===== config.mk =====
export PLATFORM = sky130hd
export DESIGN_NAME = bit_pix_raster_writer
export DESIGN_NICKNAME = d
export VERILOG_FILES = /design/src/rtl/bm_pkg.sv /design/src/rtl/bit_pix_raster_writer_packer.sv /design/src/rtl/bit_pix_raster_writer.sv
export SDC_FILE = /design/constraint.sdc
export NUM_CORES = 1
export LEC_CHECK = 0
export BUFFER_PORTS_ARGS = -buffer_cell sky130_fd_sc_hd__buf_2
export CAP_MARGIN = 15
export CORE_MARGIN = 2
export CORE_UTILIZATION = 49
export CTS_CLUSTER_SIZE = 30
export DETAILED_ROUTE_END_ITERATION = 16
export PLACE_DENSITY = 0.79
export SLEW_MARGIN = 20
export SYNTH_ARGS = -nofsm -noshare
export SYNTH_HDL_FRONTEND = slang
export SYNTH_SLANG_ARGS = --single-unit
export TNS_END_PERCENT = 10

===== constraint.sdc =====
create_clock -name clk -period 6.3 [get_ports clk]
set_clock_uncertainty 0.2 [all_clocks]
set_input_delay 0.945 -clock clk [delete_from_list [all_inputs] [get_ports clk]]
set_output_delay 0.945 -clock clk [all_outputs]
set_load 0.005 [all_outputs]

===== src/rtl/bm_pkg.sv =====
// Shared constants, enums and the column-to-third helper for the binarized raster writer.
package bm_pkg;

    localparam int THIRD_W    = 240;
    localparam int CENTER_W   = 304;
    localparam int IMG_H      = 480;
    localparam int ROW_W      = 2 * THIRD_W + CENTER_W;
    localparam int END_THIRD  = THIRD_W * IMG_H / 16;
    localparam int END_CENTER = CENTER_W * IMG_H / 16;

    typedef enum logic [1:0] {
        THIRD_L = 2'd0,
        THIRD_C = 2'd1,
        THIRD_R = 2'd2
    } third_t;

    typedef enum logic [1:0] {
        IDLE   = 2'd0,
        ACTIVE = 2'd1,
        DROP   = 2'd2
    } writer_state_t;

    function automatic third_t third_of(input logic [9:0] col, input logic [9:0] tw,
                                        input logic [9:0] cw);
        if (col < tw) begin
            return THIRD_L;
        end else if (col < tw + cw) begin
            return THIRD_C;
        end else begin
            return THIRD_R;
        end
    endfunction

endpackage


===== src/rtl/bit_pix_raster_writer_packer.sv =====
// bit_pix_packer16: gathers 16 consecutive pixels into one word, bit0 = leftmost pixel.
module bit_pix_packer16 (
    input  logic        clk,
    input  logic        reset,
    input  logic        in_valid,
    input  logic        clear,
    input  logic        bit_in,
    output logic [15:0] word,
    output logic        word_valid
);

    logic [15:0] sr_r;
    logic [3:0]  cnt_r;
    logic [3:0]  pos_s;

    // A clear pixel is slot 0 of a fresh word; the completed word is exposed combinationally.
    always_comb begin
        pos_s       = clear ? 4'd0 : cnt_r;
        word        = sr_r;
        word[pos_s] = bit_in;
        word_valid  = in_valid & (pos_s == 4'd15);
    end

    // Shift state: write the pixel into its slot and advance the slot pointer.
    always_ff @(posedge clk or posedge reset) begin
        if (reset) begin
            sr_r  <= 16'd0;
            cnt_r <= 4'd0;
        end else if (in_valid) begin
            sr_r[pos_s] <= bit_in;
            cnt_r       <= pos_s + 4'd1;
        end else begin
            sr_r  <= sr_r;
            cnt_r <= cnt_r;
        end
    end

endmodule


===== src/rtl/bit_pix_raster_writer.sv =====
// Packs a binarized raster into 16-px BRAM words per third, double-buffered per frame.
// Optional BIT_PIX_WR_STATS_EN adds saturating drop_count / abort_count outputs.
module bit_pix_raster_writer #(
    parameter int THIRD_W  = bm_pkg::THIRD_W,
    parameter int CENTER_W = bm_pkg::CENTER_W,
    parameter int IMG_H    = bm_pkg::IMG_H
) (
    input  logic        clk,
    input  logic        reset,
    input  logic        pix_valid,
    input  logic        pix_sof,
    input  logic        pix_data,
    input  logic        bm_idle,
    input  logic        bm_working_buf,
    output logic [15:0] wr_address,
    output logic [1:0]  wr_third,
    output logic [15:0] wr_writedata,
    output logic        wr_write,
    output logic        buf_out_index,
    output logic [31:0] image_number,
    output logic        frame_done,
    output logic        frame_dropped
`ifdef BIT_PIX_WR_STATS_EN
    ,
    output logic [15:0] drop_count,
    output logic [15:0] abort_count
`endif
);

    import bm_pkg::*;

    localparam logic [9:0]  TW       = 10'(THIRD_W);
    localparam logic [9:0]  CW       = 10'(CENTER_W);
    localparam logic [9:0]  LAST_COL = 10'(2 * THIRD_W + CENTER_W - 1);
    localparam logic [8:0]  LAST_ROW = 9'(IMG_H - 1);
    localparam logic [15:0] END_T    = 16'(THIRD_W * IMG_H / 16);
    localparam logic [15:0] END_C    = 16'(CENTER_W * IMG_H / 16);

    writer_state_t state_r;
    logic [9:0]    col_r;
    logic [8:0]    row_r;
    logic [15:0]   cnt_l_r, cnt_c_r, cnt_rt_r;

    logic          accept_s, take_s, last_s, word_valid_s;
    logic [9:0]    cur_col_s;
    logic [8:0]    cur_row_s;
    third_t        third_s;
    logic [15:0]   local_s, offset_s, addr_s, word_s;

    bit_pix_packer16 u_packer (
        .clk        (clk),
        .reset      (reset),
        .in_valid   (take_s),
        .clear      (pix_sof),
        .bit_in     (pix_data),
        .word       (word_s),
        .word_valid (word_valid_s)
    );

    // Pixel acceptance, raster position of the current pixel and its BRAM address.
    always_comb begin
        accept_s  = bm_idle | (bm_working_buf != buf_out_index);
        cur_col_s = pix_sof ? 10'd0 : col_r;
        cur_row_s = pix_sof ? 9'd0 : row_r;
        if (!pix_valid) begin
            take_s = 1'b0;
        end else if (state_r == ACTIVE) begin
            take_s = 1'b1;
        end else begin
            take_s = pix_sof & accept_s;
        end
        last_s  = take_s & (cur_row_s == LAST_ROW) & (cur_col_s == LAST_COL);
        third_s = third_of(cur_col_s, TW, CW);
        case (third_s)
            THIRD_L: begin local_s = cnt_l_r;  offset_s = END_T; end
            THIRD_C: begin local_s = cnt_c_r;  offset_s = END_C; end
            THIRD_R: begin local_s = cnt_rt_r; offset_s = END_T; end
            default: begin local_s = cnt_rt_r; offset_s = END_T; end
        endcase
        addr_s = buf_out_index ? (local_s + offset_s) : local_s;
    end

    // Writer FSM, raster counters, word counters and registered BRAM/frame outputs.
    always_ff @(posedge clk or posedge reset) begin
        if (reset) begin
            state_r       <= IDLE;
            col_r         <= 10'd0;
            row_r         <= 9'd0;
            cnt_l_r       <= 16'd0;
            cnt_c_r       <= 16'd0;
            cnt_rt_r      <= 16'd0;
            wr_address    <= 16'd0;
            wr_third      <= 2'd0;
            wr_writedata  <= 16'd0;
            wr_write      <= 1'b0;
            buf_out_index <= 1'b0;
            image_number  <= 32'd0;
            frame_done    <= 1'b0;
            frame_dropped <= 1'b0;
        end else begin
            wr_write      <= 1'b0;
            frame_done    <= 1'b0;
            frame_dropped <= 1'b0;
            // The flip lands one cycle after frame_done so the final write keeps the old buffer.
            if (frame_done) begin
                buf_out_index <= ~buf_out_index;
                image_number  <= image_number + 32'd1;
            end
            if (take_s) begin
                if (pix_sof) begin
                    cnt_l_r  <= 16'd0;
                    cnt_c_r  <= 16'd0;
                    cnt_rt_r <= 16'd0;
                end else if (word_valid_s) begin
                    wr_write     <= 1'b1;
                    wr_address   <= addr_s;
                    wr_third     <= third_s;
                    wr_writedata <= word_s;
                    case (third_s)
                        THIRD_L: cnt_l_r  <= local_s + 16'd1;
                        THIRD_C: cnt_c_r  <= local_s + 16'd1;
                        default: cnt_rt_r <= local_s + 16'd1;
                    endcase
                end
                if (last_s) begin
                    col_r      <= 10'd0;
                    row_r      <= 9'd0;
                    state_r    <= IDLE;
                    frame_done <= 1'b1;
                end else if (cur_col_s == LAST_COL) begin
                    col_r   <= 10'd0;
                    row_r   <= cur_row_s + 9'd1;
                    state_r <= ACTIVE;
                end else begin
                    col_r   <= cur_col_s + 10'd1;
                    row_r   <= cur_row_s;
                    state_r <= ACTIVE;
                end
            end else if (pix_valid && pix_sof) begin
                state_r       <= DROP;
                frame_dropped <= 1'b1;
            end
        end
    end

`ifdef BIT_PIX_WR_STATS_EN
    // Saturating counters of rejected and aborted frames.
    always_ff @(posedge clk or posedge reset) begin
        if (reset) begin
            drop_count  <= 16'd0;
            abort_count <= 16'd0;
        end else begin
            if (pix_valid && pix_sof && !take_s && (drop_count != 16'hFFFF)) begin
                drop_count <= drop_count + 16'd1;
            end
            if (pix_valid && pix_sof && (state_r == ACTIVE) && (abort_count != 16'hFFFF)) begin
                abort_count <= abort_count + 16'd1;
            end
        end
    end
`endif

endmodule


==> metrics.txt, run 1 <==
result of the run=finished, final reports clean; count of warnings emitted by yosys=0; CP Max Fanout=20; setup TNS after final layout=0 ps; RePlAce Congestion=0.872; synthesized area per cell=9.63 µm²; share of post-route cells with drive strength above 1=19.8%; global route total overflow=0; flops & latches, synth=158; Final setup violation count=0; number of DRC violations after detailed-routing iteration 0=487; global-route wire length before repair=30600 µm; destination of the worst hold path=wr_writedata[7]; Total Nets Final=928; layout overhead on the synthesized area=13.5%; count of flip-flops with a built-in enable after synthesis=0; worst vdd rail ir drop=0.247 mV; share of total power in sequential cells=46.8%; async set-reset flop share out of synthesis=100%; Starting Density=49.6%; Synth area leaders=sky130_fd_sc_hd__dfrtp_1, sky130_fd_sc_hd__nand2_1, sky130_fd_sc_hd__mux2_2; Clock Power Share=44.8%; number of buffers between clock root and the deepest sink=2; post-placement cell area=0.00868 mm²; Cells on Worst Hold Path=2; CTS root buf=sky130_fd_sc_hd__clkbuf_16; sequential cell area fraction in the yosys report=48.4%; internal cell power=1.71 mW; Routed WL=18400 µm; classification of the worst setup path=input pin to flip-flop; Sw Share=25.6%; power density of the placed cells=248 mW/mm²; capturing element type of the critical path=flip-flop; initial antenna violation count=0; row count=47; final core area utilization=56.3%; number of cells produced by synthesis=848; clock latency on the worst-skew pair=430 ps; cell count of the worst reg-to-reg path=15; area fraction of the dominant cell type after synthesis=48.4%; timing-limited maximum frequency=213 MHz; most frequent cells after synthesis=sky130_fd_sc_hd__dfrtp_1, sky130_fd_sc_hd__nand2_1, sky130_fd_sc_hd__o21ai_0; minimum clock period=4700 ps; DRC=0; quantity of hold-fixing buffers added after cts=0; static leakage power=4.40 nW; slowest stage cell on the critical path=sky130_fd_sc_hd__nor2_1; kind of start point of the critical path=input pin; via/cell ratio=5.61; Reg2Reg Launch Point=col_r[7]; portion of total power attributed to combinational logic=8.3%; final number of hold-violating endpoints=0; normalized max-slew margin=38.1%; worst min-delay path category=flip-flop to flip-flop; transition time at the pin with the least slew margin=927 ps; critical path data arrival time=4790 ps; area of the die=0.0177 mm²; width of the die=133 µm; antenna fix cells=0; via count of the first global-routing pass=6036; Post-DP HPWL=12400 µm; global routing usage summed across all routing layers=21.4%; number of instances resized during post-cts repair=0; setup repair after global routing missed its margin=no; area of the core region=0.0165 mm²; post-CTS clock slew at the launch and capture registers of the worst setup and hold paths=60 ps; H-tree depth=4; number of library cell types mapped by synthesis=65; maximum number of pins on one net before global-route repair=97; hold wc startpoint=wr_writedata[7]; Avg WL per Cell=16.2 µm; flip-flop cell with the highest count after synthesis=sky130_fd_sc_hd__dfrtp_1; cell occurring most often along the worst timing path=sky130_fd_sc_hd__a21oi_1; syn_nets=871; instance count after placement with tap cells included=1106; number of detailed-routing iterations run before antenna repair=5; total standard cell area after synthesis=0.00817 mm²; portion of the clock cycle consumed by the worst path in the final layout=74.6%; clk sink count=158; via total after detailed routing=6385; number of top-level design ports=77; switching pwr=589 µW; CTS tree=built; crit-path cells=buf_2 -> o21ba_2 -> a21oi_1 -> nor2_1 -> inv_1 -> o21ai_2 -> inv_1 -> ha_1 -> a21o_1 -> a21oi_1 -> o21ai_0 -> a21o_1 -> a21oi_1 -> a21oi_1 -> xnor2_1 -> o21ai_0; count of pins over their slew limit=0; reg2reg setup slack=1650 ps; post-route ant nets=0; delay of the slowest cell on the worst path=560 ps; hold slack final=271 ps; library cell occupying the most area in the post-synthesis netlist=sky130_fd_sc_hd__dfrtp_1; CP Data Required Time=6380 ps; final instance count without filler cells=1138; Vert. Die Dim=133 µm; number of buffers created by CTS=17; final instance area=0.00927 mm²; worst reg2reg path endpoint=wr_address[15]; Port Buffer Count=76; leading cell type by number of instances after synthesis=sky130_fd_sc_hd__dfrtp_1; Post-CTS Setup Bufs=0; Max-Cap Viols=0
## cells by family (layout without fill, tap and decap cells)
logic type / count (synthesis) / count (layout) / share of synthesized area, %
AND/OR/NAND/NOR: 318 / 318 / 18.4
AO/OA/AOI/OAI: 183 / 183 / 14.8
flip-flops: 158 / 158 / 48.4
buffers and inverters: 75 / 145 / 4.24
XOR/XNOR: 54 / 54 / 5.79
multiplexers: 44 / 44 / 5.88
adder cells (fa/ha/maj): 16 / 16 / 2.45
## final cells by class
class / instances / area (µm²)
Multi-Input combinational cell: 615 / 3890
Tap cell: 220 / 275
Clock buffer: 18 / 429
Sequential cell: 158 / 3950
Fill cell: 1415 / 7190
Inverter: 25 / 98.8
Timing Repair Buffer: 88 / 470
Clock inverter: 14 / 159
## power by group through the flow
| stage | combinational, mW | clock, mW | sequential [mW] |
|---|---|---|---|
| after floorplan | 0.148 | 0 | 1.09 |
| after global placement | 0.187 | 0 | 1.09 |
| after detailed placement | 0.191 | 0 | 1.09 |
| after CTS | 0.191 | 1.05 | 1.08 |
| after global routing | 0.214 | 1.09 | 1.08 |
| final | 0.192 | 1.03 | 1.08 |
## placed cells by master, fill, tap and decap left out, types with 22 or more instances in the layout
cell type / n
sky130_fd_sc_hd__a21oi_1: 38
sky130_fd_sc_hd__dfrtp_1: 158
sky130_fd_sc_hd__nand2_1: 157
sky130_fd_sc_hd__mux2_2: 31
sky130_fd_sc_hd__buf_2: 76
sky130_fd_sc_hd__nor2_1: 40
sky130_fd_sc_hd__nand3_1: 39
sky130_fd_sc_hd__xnor2_1: 38
sky130_fd_sc_hd__o31ai_1: 26
sky130_fd_sc_hd__o21ai_0: 53
sky130_fd_sc_hd__inv_1: 22
## worst max path at each step
stage | startpoint | end | slack [ps] | depth (start not counted)
2_1_floorplan | reset | buf_out_index | 890 | 1
3_3_place_gp | pix_sof | wr_address[15] | 1390 | 16
3_5_place_dp | pix_sof | wr_address[13] | 1280 | 16
4_1_cts | pix_sof | wr_address[13] | 1680 | 16
5_1_grt | pix_sof | wr_address[15] | 1220 | 16
6_report | pix_sof | wr_address[15] | 1600 | 16
## sequential cells by signal (all words and copies together), names as in the netlist, 9 cells and up
name / cells
wr_address: 16
col_r: 10
row_r: 9
wr_writedata: 16
u_packer.sr_r: 15
cnt_rt_r: 16
cnt_l_r: 16
image_number: 32
cnt_c_r: 16
## per-stage QoR
stage	setup WS [ps]	power, mW
CTS	1680	2.32
floorplan	892	1.24
global placement	1390	1.28
detailed placement	1280	1.29
global route	1220	2.38
finish	1600	2.30
## per-layer routing
metal / share of wire (%) / track usage, % / vias up
met2: 48 / 34.5 / 166
met5: 0 / 0 / -
li1: - / - / 3090
met1: 46 / 29.2 / 3097
met3: 4.6 / 4.79 / 32
met4: 1.8 / 6.56 / 0
## critical path: cells and delay by family
kind	cells	cell delay [ps]
compound gates	10	2230
buf+inv	3	660
simple gates	1	560
fa+ha+maj	1	270
xor+xnor	1	130
Power figures use the tool's default switching activity.
==> inputs of run 2 (changes only) <==
Settings changed: PLACE_DENSITY 0.79 to 0.82.
Clock period 6.3 ns to 4.2 ns, I/O delays scaled along.
==> run 2 against run 1 <==
Against the previous run: die area stayed put; count of clock-buffer cells in the layout stayed put; core utilization is 1.4 points higher; clock power is 63% higher; critical path type is now flip-flop to flip-flop; highest routed layer unchanged.
==> metrics.txt, run 2 (synthesis results as in run 1) <==
layout overhead on the synthesized area=16.3%; number of top-level design ports=77 (unchanged); H-tree depth=4 (unchanged); critical path data arrival time=3820 ps (-970 ps); worst reg2reg path endpoint=cnt_c_r[14]; hold slack final=111 ps (-160 ps); static leakage power=4.55 nW (+3.2%); count of pins over their slew limit=0 (unchanged); number of DRC violations after detailed-routing iteration 0=601 (+23%); leading cell type in the layout, fill and taps excluded=sky130_fd_sc_hd__dfrtp_1; classification of the worst setup path=flip-flop to flip-flop; share of total power in sequential cells=44.8% (-2.0 points); global-route wire length before repair=31500 µm (+2.9%); normalized max-slew margin=35.6% (-2.5 points); CP Data Required Time=4310 ps (-2070 ps); Starting Density=49.6% (unchanged); initial antenna violation count=0 (unchanged); number of detailed-routing iterations run before antenna repair=7 (+2); Max-Cap Viols=0 (unchanged); setup repair after global routing missed its margin=no; switching pwr=893 µW (+52%); Sw Share=24.8% (-0.85 points); antenna fix cells=0 (unchanged); power density of the placed cells=380 mW/mm² (+53%); final core area utilization=57.7% (+1.4 points); register ranked first by flip-flop count=image_number; via/cell ratio=5.81 (+3.5%); capturing element type of the critical path=flip-flop; post-layout total power=3.61 mW (+57%); final instance area=0.00950 mm² (+2.5%); Clock Power Share=46.7% (+1.9 points); DRC=0 (unchanged); reg2reg setup slack=490 ps (-1160 ps); final number of hold-violating endpoints=0 (unchanged); final setup slack of the worst path=487 ps (-1110 ps); via total after detailed routing=6736 (+5.5%); timing-limited maximum frequency=269 MHz; transition time at the pin with the least slew margin=965 ps (+37.3 ps); Vert. Die Dim=133 µm (unchanged); clk sink count=158 (unchanged); internal cell power=2.71 mW (+59%); area of the die=0.0177 mm² (unchanged); global route total overflow=0 (unchanged); clock latency on the worst-skew pair=430 ps (about the same); CP Max Fanout=11 (-45%); minimum clock period=3710 ps; portion of total power attributed to combinational logic=8.6% (+0.3 points); # fillers=1341 (-5.2%); post-route ant nets=0 (unchanged); kind of start point of the critical path=flip-flop; CTS root buf=sky130_fd_sc_hd__clkbuf_16; via count of the first global-routing pass=6319 (+4.7%); share of post-route cells with drive strength above 1=21.9% (+2.1 points); CTS tree=built; quantity of hold-fixing buffers added after cts=0 (unchanged); Avg WL per Cell=16.7 µm (+3.3%); worst vdd rail ir drop=0.327 mV (+32%); Reg2Reg Launch Point=col_r[7]; max reg flops=32 (unchanged); Final setup violation count=0 (unchanged); row count=47 (unchanged); final instance count without filler cells=1160 (+1.9%); Post-DP HPWL=13100 µm (+5.4%); setup TNS after final layout=0 ps (unchanged); cell count of the worst reg-to-reg path=11 (-4); area of the core region=0.0165 mm² (unchanged); Routed WL=19400 µm (+5.3%); number of instances resized during post-cts repair=0 (unchanged); post-CTS clock slew at the launch and capture registers of the worst setup and hold paths=70 ps (about the same); instance count after placement with tap cells included=1128 (+2.0%); Post-CTS Setup Bufs=0 (unchanged); post-placement cell area=0.00885 mm² (+2.0%); post-placement worst setup slack=256 ps (-1030 ps); number of buffers created by CTS=17 (unchanged); portion of the clock cycle consumed by the worst path in the final layout=88.4%; width of the die=133 µm (unchanged); top library cells by usage in the layout, fill and taps aside=sky130_fd_sc_hd__dfrtp_1, sky130_fd_sc_hd__nand2_1, sky130_fd_sc_hd__buf_2, sky130_fd_sc_hd__o21ai_0, sky130_fd_sc_hd__nor2_1; Port Buffer Count=76 (unchanged); result of the run=finished, final reports clean; number of buffers between clock root and the deepest sink=2 (unchanged); worst min-delay path category=input pin to async pin; global routing usage summed across all routing layers=22.1% (+0.65 points); maximum number of pins on one net before global-route repair=67 (-31%); Total Nets Final=950 (+2.4%); RePlAce Congestion=0.942 (+8.0%)
-- run 2: cell count changes in the layout (fill, tap and decap cells not counted) --
cell	delta
sky130_fd_sc_hd__bufinv_16	+2
sky130_fd_sc_hd__clkinv_2	-1
sky130_fd_sc_hd__and3b_2	+1
sky130_fd_sc_hd__o21ai_2	+1
sky130_fd_sc_hd__clkbuf_1	-1
sky130_fd_sc_hd__o21ai_4	-1
sky130_fd_sc_hd__clkbuf_8	+1
sky130_fd_sc_hd__buf_12	+1
sky130_fd_sc_hd__and3b_1	-1
sky130_fd_sc_hd__inv_6	-1
sky130_fd_sc_hd__buf_4	+21
-- run 2: worst max-delay path: stages, from the launching register on --
cell	delay, ps
sky130_fd_sc_hd__dfrtp_1	480
sky130_fd_sc_hd__or4_1	780
sky130_fd_sc_hd__a21boi_1	220
sky130_fd_sc_hd__a221o_1	180
sky130_fd_sc_hd__ha_1	200
sky130_fd_sc_hd__inv_1	70
sky130_fd_sc_hd__a2111oi_2	310
sky130_fd_sc_hd__nand4_1	260
sky130_fd_sc_hd__nor4_2	370
sky130_fd_sc_hd__xnor2_1	200
sky130_fd_sc_hd__nor2_1	60
sky130_fd_sc_hd__mux2_2	260
-- run 2: final cells by class --
cell class                 instances  area, µm²  share of cell area [%]
timing repair buffer             110        648                    6.82
sequential                       158       3950                    41.6
clock inverter                    14        206                    2.17
multi-input combinational        615       3880                    40.8
inverter                          25       97.6                    1.03
clock buffer                      18        439                    4.62
tap                              220        275                    2.90
-- run 2: power by group through the flow --
stage          sequential, mW  combinational (mW)  clock, mW
2_1_floorplan            1.63               0.222          0
3_3_place_gp             1.64               0.294          0
3_5_place_dp             1.64               0.302          0
4_1_cts                  1.61               0.309       1.70
5_1_grt                  1.62               0.343       1.76
6_report                 1.61               0.309       1.68
-- run 2: routing by layer --
layer | GRT usage [%] | share of wire, %
met1 | 29.1 | 44
met2 | 36.0 | 49
met4 | 8.27 | 2.7
met5 | 0 | 0
met3 | 4.76 | 5.0
-- run 2: worst max-delay path by stage --
| stage | start | endpoint | cells past startpoint |
|---|---|---|---|
| 3_3_place_gp | pix_sof | wr_address[15] | 16 |
| 2_1_floorplan | pix_sof | wr_address[15] | 16 |
| 4_1_cts | col_r[5] | wr_address[15] | 15 |
| 5_1_grt | col_r[5] | wr_address[15] | 15 |
| 6_report | col_r[7] | cnt_c_r[14] | 11 |
| 3_5_place_dp | pix_sof | wr_address[15] | 16 |
